===== src/rtl/tdm_pkg.sv =====
// Shared TDM definitions used by both the transmit-side mux/serialiser and the
// receive-side demux, so slot numbering agrees end to end.
//   NUM_SLOTS : channels per frame
//   SLOT_W    : width of a slot index
//   state_t   : receive framer state (HUNT = searching for sync, RUN = aligned)
package tdm_pkg;

  localparam int unsigned NUM_SLOTS = 8;
  localparam int unsigned SLOT_W    = 3;

  typedef logic [SLOT_W-1:0] slot_t;

  localparam slot_t LAST_SLOT = slot_t'(NUM_SLOTS - 1);

  typedef enum logic {
    HUNT = 1'b0,
    RUN  = 1'b1
  } state_t;

endpackage


===== src/rtl/tdm_slot_tracker.sv =====
// Frame alignment tracker for the TDM receiver.
// Owns the HUNT/RUN state, the slot counter and sync checking.
//   clk, rst    : clock, asynchronous active-high reset
//   in_valid    : beat accepted this cycle
//   sync        : beat is marked as slot 0 (qualified by in_valid)
//   wr_en       : store the current beat into slot wr_slot (same cycle)
//   wr_slot     : slot index of the current beat
//   frame_done  : current beat completes a frame (slot 7, no sync)
//   slot        : slot the next accepted beat fills (0 in HUNT)
//   locked      : high while in RUN
//   sync_err    : one-cycle registered pulse after an alignment error
module tdm_slot_tracker
  import tdm_pkg::*;
(
  input  logic  clk,
  input  logic  rst,
  input  logic  in_valid,
  input  logic  sync,
  output logic  wr_en,
  output slot_t wr_slot,
  output logic  frame_done,
  output slot_t slot,
  output logic  locked,
  output logic  sync_err
);

  state_t state;
  logic   early_sync;
  logic   missing_sync;

  // Per-beat decode. An early sync restarts the frame at slot 0; a missing
  // sync drops the beat and falls back to HUNT.
  always_comb begin
    wr_en        = 1'b0;
    wr_slot      = '0;
    frame_done   = 1'b0;
    early_sync   = 1'b0;
    missing_sync = 1'b0;
    if (in_valid) begin
      if (state == HUNT) begin
        wr_en = sync;
      end else if (slot == '0) begin
        if (sync) wr_en = 1'b1;
        else      missing_sync = 1'b1;
      end else if (sync) begin
        early_sync = 1'b1;
        wr_en      = 1'b1;
      end else begin
        wr_en      = 1'b1;
        wr_slot    = slot;
        frame_done = (slot == LAST_SLOT);
      end
    end
  end

  always_ff @(posedge clk or posedge rst) begin
    if (rst) begin
      state    <= HUNT;
      slot     <= '0;
      sync_err <= 1'b0;
    end else begin
      sync_err <= early_sync | missing_sync;
      if (missing_sync) begin
        state <= HUNT;
        slot  <= '0;
      end else if (wr_en) begin
        state <= RUN;
        slot  <= wr_slot + 1'b1;  // 3-bit wrap takes slot 7 back to 0
      end
    end
  end

  assign locked = (state == RUN);

endmodule


===== src/rtl/tdm_demux8.sv =====
// 1:8 time-division demultiplexer (receive side of the 8:1 channel mux).
// Collects one frame of serial samples and presents all eight channels
// together on registered outputs with a one-cycle frame strobe.
//   clk, rst     : clock, asynchronous active-high reset
//   din          : serial sample for the current slot
//   in_valid     : beat accepted this cycle (no backpressure)
//   sync         : beat is slot 0 (qualified by in_valid)
//   Y0..Y7       : channel outputs of the last complete frame
//   frame_valid  : one-cycle pulse when Y0..Y7 update
//   slot         : slot index the next accepted beat fills
//   locked       : frame alignment held (RUN)
//   sync_err     : one-cycle pulse on an alignment error
module tdm_demux8
  import tdm_pkg::*;
#(
  parameter int unsigned WIDTH = 1
) (
  input  logic             clk,
  input  logic             rst,
  input  logic [WIDTH-1:0] din,
  input  logic             in_valid,
  input  logic             sync,
  output logic [WIDTH-1:0] Y0,
  output logic [WIDTH-1:0] Y1,
  output logic [WIDTH-1:0] Y2,
  output logic [WIDTH-1:0] Y3,
  output logic [WIDTH-1:0] Y4,
  output logic [WIDTH-1:0] Y5,
  output logic [WIDTH-1:0] Y6,
  output logic [WIDTH-1:0] Y7,
  output logic             frame_valid,
  output logic [2:0]       slot,
  output logic             locked,
  output logic             sync_err
);

  logic  wr_en;
  slot_t wr_slot;
  logic  frame_done;

  // Slot 7 is never stored: it goes straight to Y7 on completion.
  logic [WIDTH-1:0] shadow [0:NUM_SLOTS-2];

  tdm_slot_tracker u_tracker (
    .clk        (clk),
    .rst        (rst),
    .in_valid   (in_valid),
    .sync       (sync),
    .wr_en      (wr_en),
    .wr_slot    (wr_slot),
    .frame_done (frame_done),
    .slot       (slot),
    .locked     (locked),
    .sync_err   (sync_err)
  );

  always_ff @(posedge clk or posedge rst) begin
    if (rst) begin
      for (int unsigned i = 0; i < NUM_SLOTS - 1; i++) shadow[i] <= '0;
      Y0          <= '0;
      Y1          <= '0;
      Y2          <= '0;
      Y3          <= '0;
      Y4          <= '0;
      Y5          <= '0;
      Y6          <= '0;
      Y7          <= '0;
      frame_valid <= 1'b0;
    end else begin
      frame_valid <= frame_done;
      if (wr_en && (wr_slot != LAST_SLOT)) shadow[wr_slot] <= din;
      if (frame_done) begin
        Y0 <= shadow[0];
        Y1 <= shadow[1];
        Y2 <= shadow[2];
        Y3 <= shadow[3];
        Y4 <= shadow[4];
        Y5 <= shadow[5];
        Y6 <= shadow[6];
        Y7 <= din;
      end
    end
  end

endmodule


===== config.mk =====
export PLATFORM = sky130hd
export DESIGN_NAME = tdm_demux8
export DESIGN_NICKNAME = d
export VERILOG_FILES = /design/src/rtl/tdm_pkg.sv /design/src/rtl/tdm_slot_tracker.sv /design/src/rtl/tdm_demux8.sv
export SDC_FILE = /design/constraint.sdc
export NUM_CORES = 1
export LEC_CHECK = 0
export ABC_AREA = 1
export CAP_MARGIN = 20
export CORE_AREA = 2 2 40 70
export CTS_CLUSTER_SIZE = 30
export DETAILED_ROUTE_END_ITERATION = 10
export DIE_AREA = 0 0 42 72
export HOLD_SLACK_MARGIN = 0.05
export PLACE_DENSITY = 0.71
export SYNTH_ARGS = -nofsm -noshare
export SYNTH_HDL_FRONTEND = slang
export SYNTH_SLANG_ARGS = --single-unit

===== constraint.sdc =====
create_clock -name clk -period 3.7 [get_ports clk]
set_input_delay 0.74 -clock clk [delete_from_list [all_inputs] [get_ports clk]]
set_output_delay 0.74 -clock clk [all_outputs]
set_load 0.05 [all_outputs]

After elaboration in Yosys (flattened, before gate mapping)
Cells that the tools add are included.

Add/subtract/negate cells: 1. Order comparisons: 2. Eq/ne operators: 2. Muxes and demuxes: 26. Bitwise operators: 2. Reduce and logical (&&, ||, !) cells: 4.

Operators with widths (number): $mux W1 (18); $mux W3 (6); $bwmux W7 (1); $ge A4 B4 Y1 const B (1); $lt A4 B1 Y1 const B (1); $not A3 Y4 (1); $add A3 B1 Y3 const B (1); $demux W1 S3 (1); $eq A3 B3 Y1 const B (1); $logic_not A3 Y1 (1); $ne A3 B3 Y1 const B (1); $logic_and A1 B1 Y1 (2); $reduce_bool A2 Y1 (1); $or A1 B1 Y1 (1).

Bits in registers: 21. Bits of input ports: 5. Output and inout port bits: 14. Word-level logic and storage cells: 56.

Logic depth before layout (Yosys ltp)
Gate-level depths: netlist (run 1).

Depth in word-level cells: 10. Depth in mapped cells: 10. Depth with buffers taken out: 9.

Modules after synthesis
Synthesis (run 1) repeated with hierarchy kept, for this count alone.

Cells, all modules: 124. Area total of the unflattened synthesis: 1001.0 µm².

Modules (own cells, without submodules): tdm_demux8 (times used 1, cells an instance 82, area each 694.4 µm²); tdm_slot_tracker (times used 1, cells an instance 42, area each 306.5 µm²).

Worst setup path before layout (run 1)
Ideal clock, no wire load.

Path kind: in2reg. From: input port sync. To: register shadow[1] (netlist name). Setup time: 0.117 ns. Data arrival time: 1.930 ns. Required time: 3.583 ns. Slack: 1.652 ns. Stages on the path: 10. Buffers on the path: 1. Cells stage by stage: inv_2 nand2_1 nor2_2 ha_1 ha_1 inv_1 clkbuf_1 nand3_1 nand2_1 nand2_1.

Cells in the longest elaborated chain, start to end: 10. Elaborated cells on any way between the ends: 17. Those cells by class: 2 x order compare; 1 x eq/ne; 11 x mux; 1 x bitwise; 2 x reduce/logical.

RTL lines: from (decl) (RTL line tdm_demux8.sv:22) `input logic sync,`; $mux W3 (RTL line tdm_slot_tracker.sv:45) `end else if (sync) begin`; $mux W3 (RTL line tdm_slot_tracker.sv:42) `end else if (slot == '0) begin`; $mux W3 (RTL line tdm_slot_tracker.sv:40) `if (state == HUNT) begin`; $mux W3 (RTL line tdm_slot_tracker.sv:39) `if (in_valid) begin`; $not A3 Y4 (not written as such) (RTL line tdm_demux8.sv:71) `if (wr_en && (wr_slot != LAST_SLOT)) shadow[wr_slot] <= din;`; $ge A4 B4 Y1 (not written as such) or $lt A4 B1 Y1 (tied branches) (RTL line tdm_demux8.sv:71); $logic_and A1 B1 Y1 (not written as such) (RTL line tdm_demux8.sv:71); $mux W1 (not written as such) (RTL line tdm_demux8.sv:71); $demux W1 S3 (RTL line tdm_demux8.sv:71); $bwmux W7 (RTL line tdm_demux8.sv:71); to (signal, indexed assignment) (RTL line tdm_demux8.sv:71); to (decl) (RTL line tdm_demux8.sv:42) `logic [WIDTH-1:0] shadow [0:NUM_SLOTS-2];`.

Several ways; a longest one is shown, not always the timed one. A chain may end at the register's enable or synchronous reset.

Final worst setup path (run 1)
From: input port sync. To: register shadow[2] (netlist name).

Same word-level chain as after synthesis.

==> flow_summary.json, run 1 <==
{
  "clk_path_buf_depth": 2,
  "r2r-start": "u_tracker.locked",
  "synth_cell_types": 21,
  "max_freq_mhz": 413,
  "hold_start": "shadow[3]",
  "ant_nets": 0,
  "holdWs_ns": 0.474,
  "start_util_pct": 43.5,
  "grt_pass1_wl_um": 3530,
  "r2r_cells": 8,
  "synth_area_per_cell_um2": 8.32,
  "synth_warnings": 0,
  "r2r-end": "shadow[2]",
  "min_period_over_period_pct": 65.4,
  "crit_type": "in2reg",
  "yosysTopAreaCellShare_pct": 49.7,
  "cts_root_buffer": "clkbuf_8",
  "p_per_area_nw_per_um2": 413,
  "seq_area_frac_synth_pct": 49.7,
  "path_clk_slew_ns": 0.07,
  "reg2reg_slack_ns": 1.92,
  "status": "completed",
  "diodes": 0,
  "most-common-layout-cells": "nand2_1 (46), dfrtp_1 (21), clkdlybuf4s50_1 (18)",
  "finalNetCount": 154,
  "whs_path_depth": 2,
  "ys_ff_latch": 21,
  "hpwlAfterDp_um": 1650,
  "synth_top_cell_by_area": "dfrtp_1",
  "cts_buffers": 3,
  "finalClockSkew_ns": 0.00435,
  "cp.required_ns": 3.85,
  "cp_max_fo": 14,
  "rsz0062_at_grt": "false",
  "area_growth_pct": 22.1,
  "drt_wl_total_um": 2140,
  "power_leakage_nw": 0.658,
  "synth_area_leaders": "dfrtp_1 (50%), nand2_1 (16%), nand3_1 (5.7%)",
  "tritoncts": "built",
  "drtIter0Drc": 28,
  "crit_start": "sync",
  "vias": 869,
  "htreeDepth": 1,
  "synth_area_um2": 1060,
  "final-max-slew-violation-count": 0,
  "grt_pass1_vias": 826,
  "stdcell_area_um2": 1290,
  "finalNonFillerCells": 172,
  "groute.usage.overall_pct": 15.5,
  "core_area_um2": 2430,
  "setup_viol": 0,
  "dpl_cell_area_um2": 1250,
  "min_period_ns": 2.42,
  "synth_cells": 127,
  "finalHoldViolCount": 0,
  "critPathLaunchType": "primary input",
  "final_common_cell": "nand2_1",
  "critPathArrivalTime_ns": 2.57,
  "maxCapViolCount": 0,
  "post_cts_resized": 0,
  "dieArea_um2": 3020,
  "relSlewSlack_pct": 47.3,
  "wl_per_cell_um": 12.4,
  "gp_congestion": 0.840,
  "dp.cells": 168,
  "drive_gt1_share_pct": 12.3,
  "hold_path_class": "reg2reg",
  "cts_setup_buffers": 0,
  "holdBufCountCts": 0,
  "die_h_um": 72,
  "power_mw": 0.533,
  "antenna_found_initial": 0,
  "num_rows": 24,
  "grt_max_degree": 22,
  "drc_errors": 0,
  "syn-num-nets": 134,
  "min_to": "shadow[3]",
  "cts.sinks": 21,
  "gr-total-overflow": 0,
  "drt-vias-per-instance": 5.05,
  "setup_tns_ns": 0,
  "clock_latency_ns": 0.26,
  "dr.pass1.iters": 4,
  "fp.dieW_um": 42,
  "fin_ws_ns": 1.28,
  "port_buffers": 18,
  "dp_slack_ns": 1.04,
  "io_pins": 19,
  "worst_pin_slew_ns": 0.789,
  "endpoint_kind": "flop",
  "vdd_ir_drop_max_uv": 251,
  "finalCoreUtilization_pct": 53.1
}
[cell type report]
type	instances	area (µm²)
clock buffer	4	45.0
fill	226	1140
inverter	12	51.3
multi-input combinational	91	457
sequential	21	526
tap	26	32.5
timing repair buffer	18	180
[power breakdown]
group          switching [mW]  internal (mW)
logic                  0.0830         0.0362
clock network          0.0706         0.0767
registers              0.0184          0.248
[cells in the mapped netlist, drive strengths merged]
cell type / number
nand2: 51
dfrtp: 21
nand3: 13
nor2: 12
inv: 9
nand4: 8
o21ai: 4
clkinv: 3
buf: 2
ha: 2
clkbuf: 1
o22ai: 1
[flip-flops by register name, summed over array words and instances (netlist names)]
signal	count
Y7	1
frame_valid	1
u_tracker.locked	1
Y2	1
Y0	1
Y1	1
shadow	7
u_tracker.sync_err	1
u_tracker.slot	3
Y5	1
Y3	1
Y4	1
Y6	1
[kinds of logic after synthesis]
group	Yosys count	share of synthesized area [%]
DFF	21	49.7
buffers and inverters	15	7.10
adders and majority gates	2	2.37
and+or+nand+nor	84	37.8
AOI/OAI and AO/OA	5	3.08
[layer usage]
| layer | track usage, % | vias to the layer above | part of all wire [%] |
|---|---|---|---|
| met5 | 0 | - | 0 |
| met4 | 9.32 | 0 | 2.2 |
| met3 | 1.49 | 5 | 3.6 |
| li1 | - | 445 | - |
| met2 | 28.6 | 23 | 52 |
| met1 | 16.5 | 396 | 42 |
[critical path: stages]
cell,delay [ns]
clkdlybuf4s50_1,0.55
inv_2,0.07
nand2_1,0.15
nor2_2,0.09
ha_1,0.22
ha_1,0.20
inv_1,0.29
nand3_1,0.14
nand2_1,0.08
nand2_1,0.04
[how the worst max path moves through the flow]
stage,to,slack [ns],cells after the start
after floorplan,shadow[1],1.65,10
after global placement,shadow[5],1.15,10
after detailed placement,shadow[5],1.04,10
after CTS,shadow[5],1.31,10
after global routing,shadow[4],1.13,10
final,shadow[2],1.28,10
No activity file was read; power rests on OpenSTA's default activity.
==> run 2: changes to the inputs <==
- PLACE_DENSITY: 0.71 -> 0.74
- clock period: 3.7 -> 2.2 ns (I/O delays scaled with it)
==> run 2 against run 1 <==
Total power increased by 70%. Wire length increased by 1.6%. Non-clock buffer count increased by 6. Utilization increased by 1.9 points. Combinational power increased by 71%. Setup slack got worse by 1.2 ns. Worst hold slack improved by 0.0033 ns. Register-to-register slack got worse by 1.3 ns. Sequential cell count unchanged.
==> flow_summary.json, run 2 (same netlist as run 1, synthesis figures left out) <==
{
  "cp.depth": 1,
  "grt_max_degree": 22,
  "die_h_um": 72,
  "dr.pass1.iters": 4,
  "r2r-end": "shadow[4]",
  "grt_pass1_vias": 963,
  "crit_type": "reg2out",
  "start_util_pct": 43.5,
  "fillers": 228,
  "gp_congestion": 0.818,
  "reg2reg_slack_ns": 0.59,
  "dpl_cell_area_um2": 1290,
  "final-max-slew-violation-count": 0,
  "finalClockSkew_ns": 0.00344,
  "wl_per_cell_um": 12.2,
  "worstSetupEndpoint": "slot[0]",
  "dieArea_um2": 3020,
  "clk_path_buf_depth": 2,
  "drive_gt1_share_pct": 15.8,
  "finalNetCount": 160,
  "cts_root_buffer": "clkbuf_8",
  "port_buffers": 18,
  "grt_pass1_wl_um": 3990,
  "core_area_um2": 2430,
  "min_period_ns": 2.08,
  "cts.sinks": 21,
  "drt_wl_total_um": 2170,
  "post_cts_resized": 0,
  "final_common_cell": "nand2_1",
  "vdd_ir_drop_max_uv": 500,
  "setup_viol": 0,
  "antenna_found_initial": 0,
  "cp.required_ns": 1.76,
  "drc_errors": 0,
  "most-common-layout-cells": "nand2_1 (46), dfrtp_1 (21), clkdlybuf4s50_1 (18)",
  "drt-vias-per-instance": 5.15,
  "slowest_delay_ns": 0.87,
  "htreeDepth": 1,
  "largest_reg_flops": 7,
  "gr-total-overflow": 0,
  "ant_nets": 0,
  "top_register": "shadow",
  "cts_setup_buffers": 0,
  "io_pins": 19,
  "drtIter0Drc": 38,
  "cp_max_fo": 6,
  "setup_tns_ns": 0,
  "crit_start": "u_tracker.slot[0]",
  "fp.dieW_um": 42,
  "status": "completed",
  "area_growth_pct": 26.4,
  "critPathLaunchType": "flop",
  "cts_buffers": 3,
  "cp.buffers_inverters": 1,
  "vias": 917,
  "maxCapViolCount": 0,
  "finalHoldViolCount": 0,
  "power_leakage_nw": 0.686,
  "diodes": 0,
  "clock_latency_ns": 0.26,
  "tritoncts": "built",
  "r2r-start": "u_tracker.locked",
  "hpwlAfterDp_um": 1690,
  "worst_pin_slew_ns": 0.499,
  "slowest_stage": "clkdlybuf4s50_1",
  "crit_chain": "clkdlybuf4s50_1",
  "min_period_over_period_pct": 94.5,
  "groute.usage.overall_pct": 17.3,
  "largest_registers": "shadow x7, u_tracker.slot x3",
  "r2r_cells": 9,
  "path_clk_slew_ns": 0.07,
  "holdBufCountCts": 0,
  "rsz0062_at_grt": "false",
  "endpoint_kind": "output pin",
  "p_per_area_nw_per_um2": 677,
  "hold_path_class": "reg2reg",
  "crit_family": "buffers and inverters",
  "num_rows": 24,
  "critPathArrivalTime_ns": 1.64,
  "stdcell_area_um2": 1340,
  "max_freq_mhz": 481,
  "relSlewSlack_pct": 66.6
}
==> run 2: cell count changes in the layout (fill, tap and decap cells not counted), sizes merged <==
cell  change
buf       +6
==> run 2: per-layer routing <==
layer  wire length [µm]  up-vias  part of all wire [%]  track usage, %
met5                  0        -                     0               0
met3                104        8                   4.8            2.99
met4                 83        0                   3.8            10.8
li1                   -      457                     -               -
met2               1150       32                    53            31.3
met1                833      420                    38            18.1
==> run 2: worst min-delay path by stage <==
stage                     cells past startpoint   endpoint  slack (ns)      start
after floorplan                               1         Y0        0.42        rst
after global placement                        2  shadow[0]        0.45  shadow[0]
after detailed placement                      2         Y3        0.46         Y3
after CTS                                     2  shadow[0]        0.48  shadow[0]
after global routing                          2         Y7        0.50         Y7
final                                         2         Y3        0.48         Y3
==> run 2: per-stage QoR <==
stage	utilization [%]	instances	hold slack, ns	worst slack (ns)	power, mW
6_report	54.9	178	0.477	0.120	0.904
4_1_cts	54.9	178	0.485	0.118	0.914
3_5_place_dp	53.1	174	0.465	0.0673	0.661
2_1_floorplan	-	127	0.417	0.219	0.599
3_3_place_gp	53.1	174	0.454	0.159	0.653
5_1_grt	54.9	178	0.503	0.0692	0.961
==> run 2: worst register-to-register path: cells and delay by family (launching register included) <==
family / cells / cell delay (ns)
simple gates: 5 / 0.46
flops: 1 / 0.44
fa+ha+maj: 2 / 0.40
buf+inv: 2 / 0.22
==> run 2: area by class of cell <==
cell class                 count  area (µm²)  area share, %
sequential                    21         526           39.3
clock buffer                   4        45.0           3.37
tap                           26        32.5           2.43
timing repair buffer          24         225           16.9
inverter                      12        51.3           3.84
multi-input combinational     91         457           34.2
==> run 2: where the power goes <==
group | internal (mW) | total, mW | switching (mW)
combinational | 0.0659 | 0.203 | 0.137
clock | 0.129 | 0.252 | 0.123
sequential | 0.418 | 0.449 | 0.0316
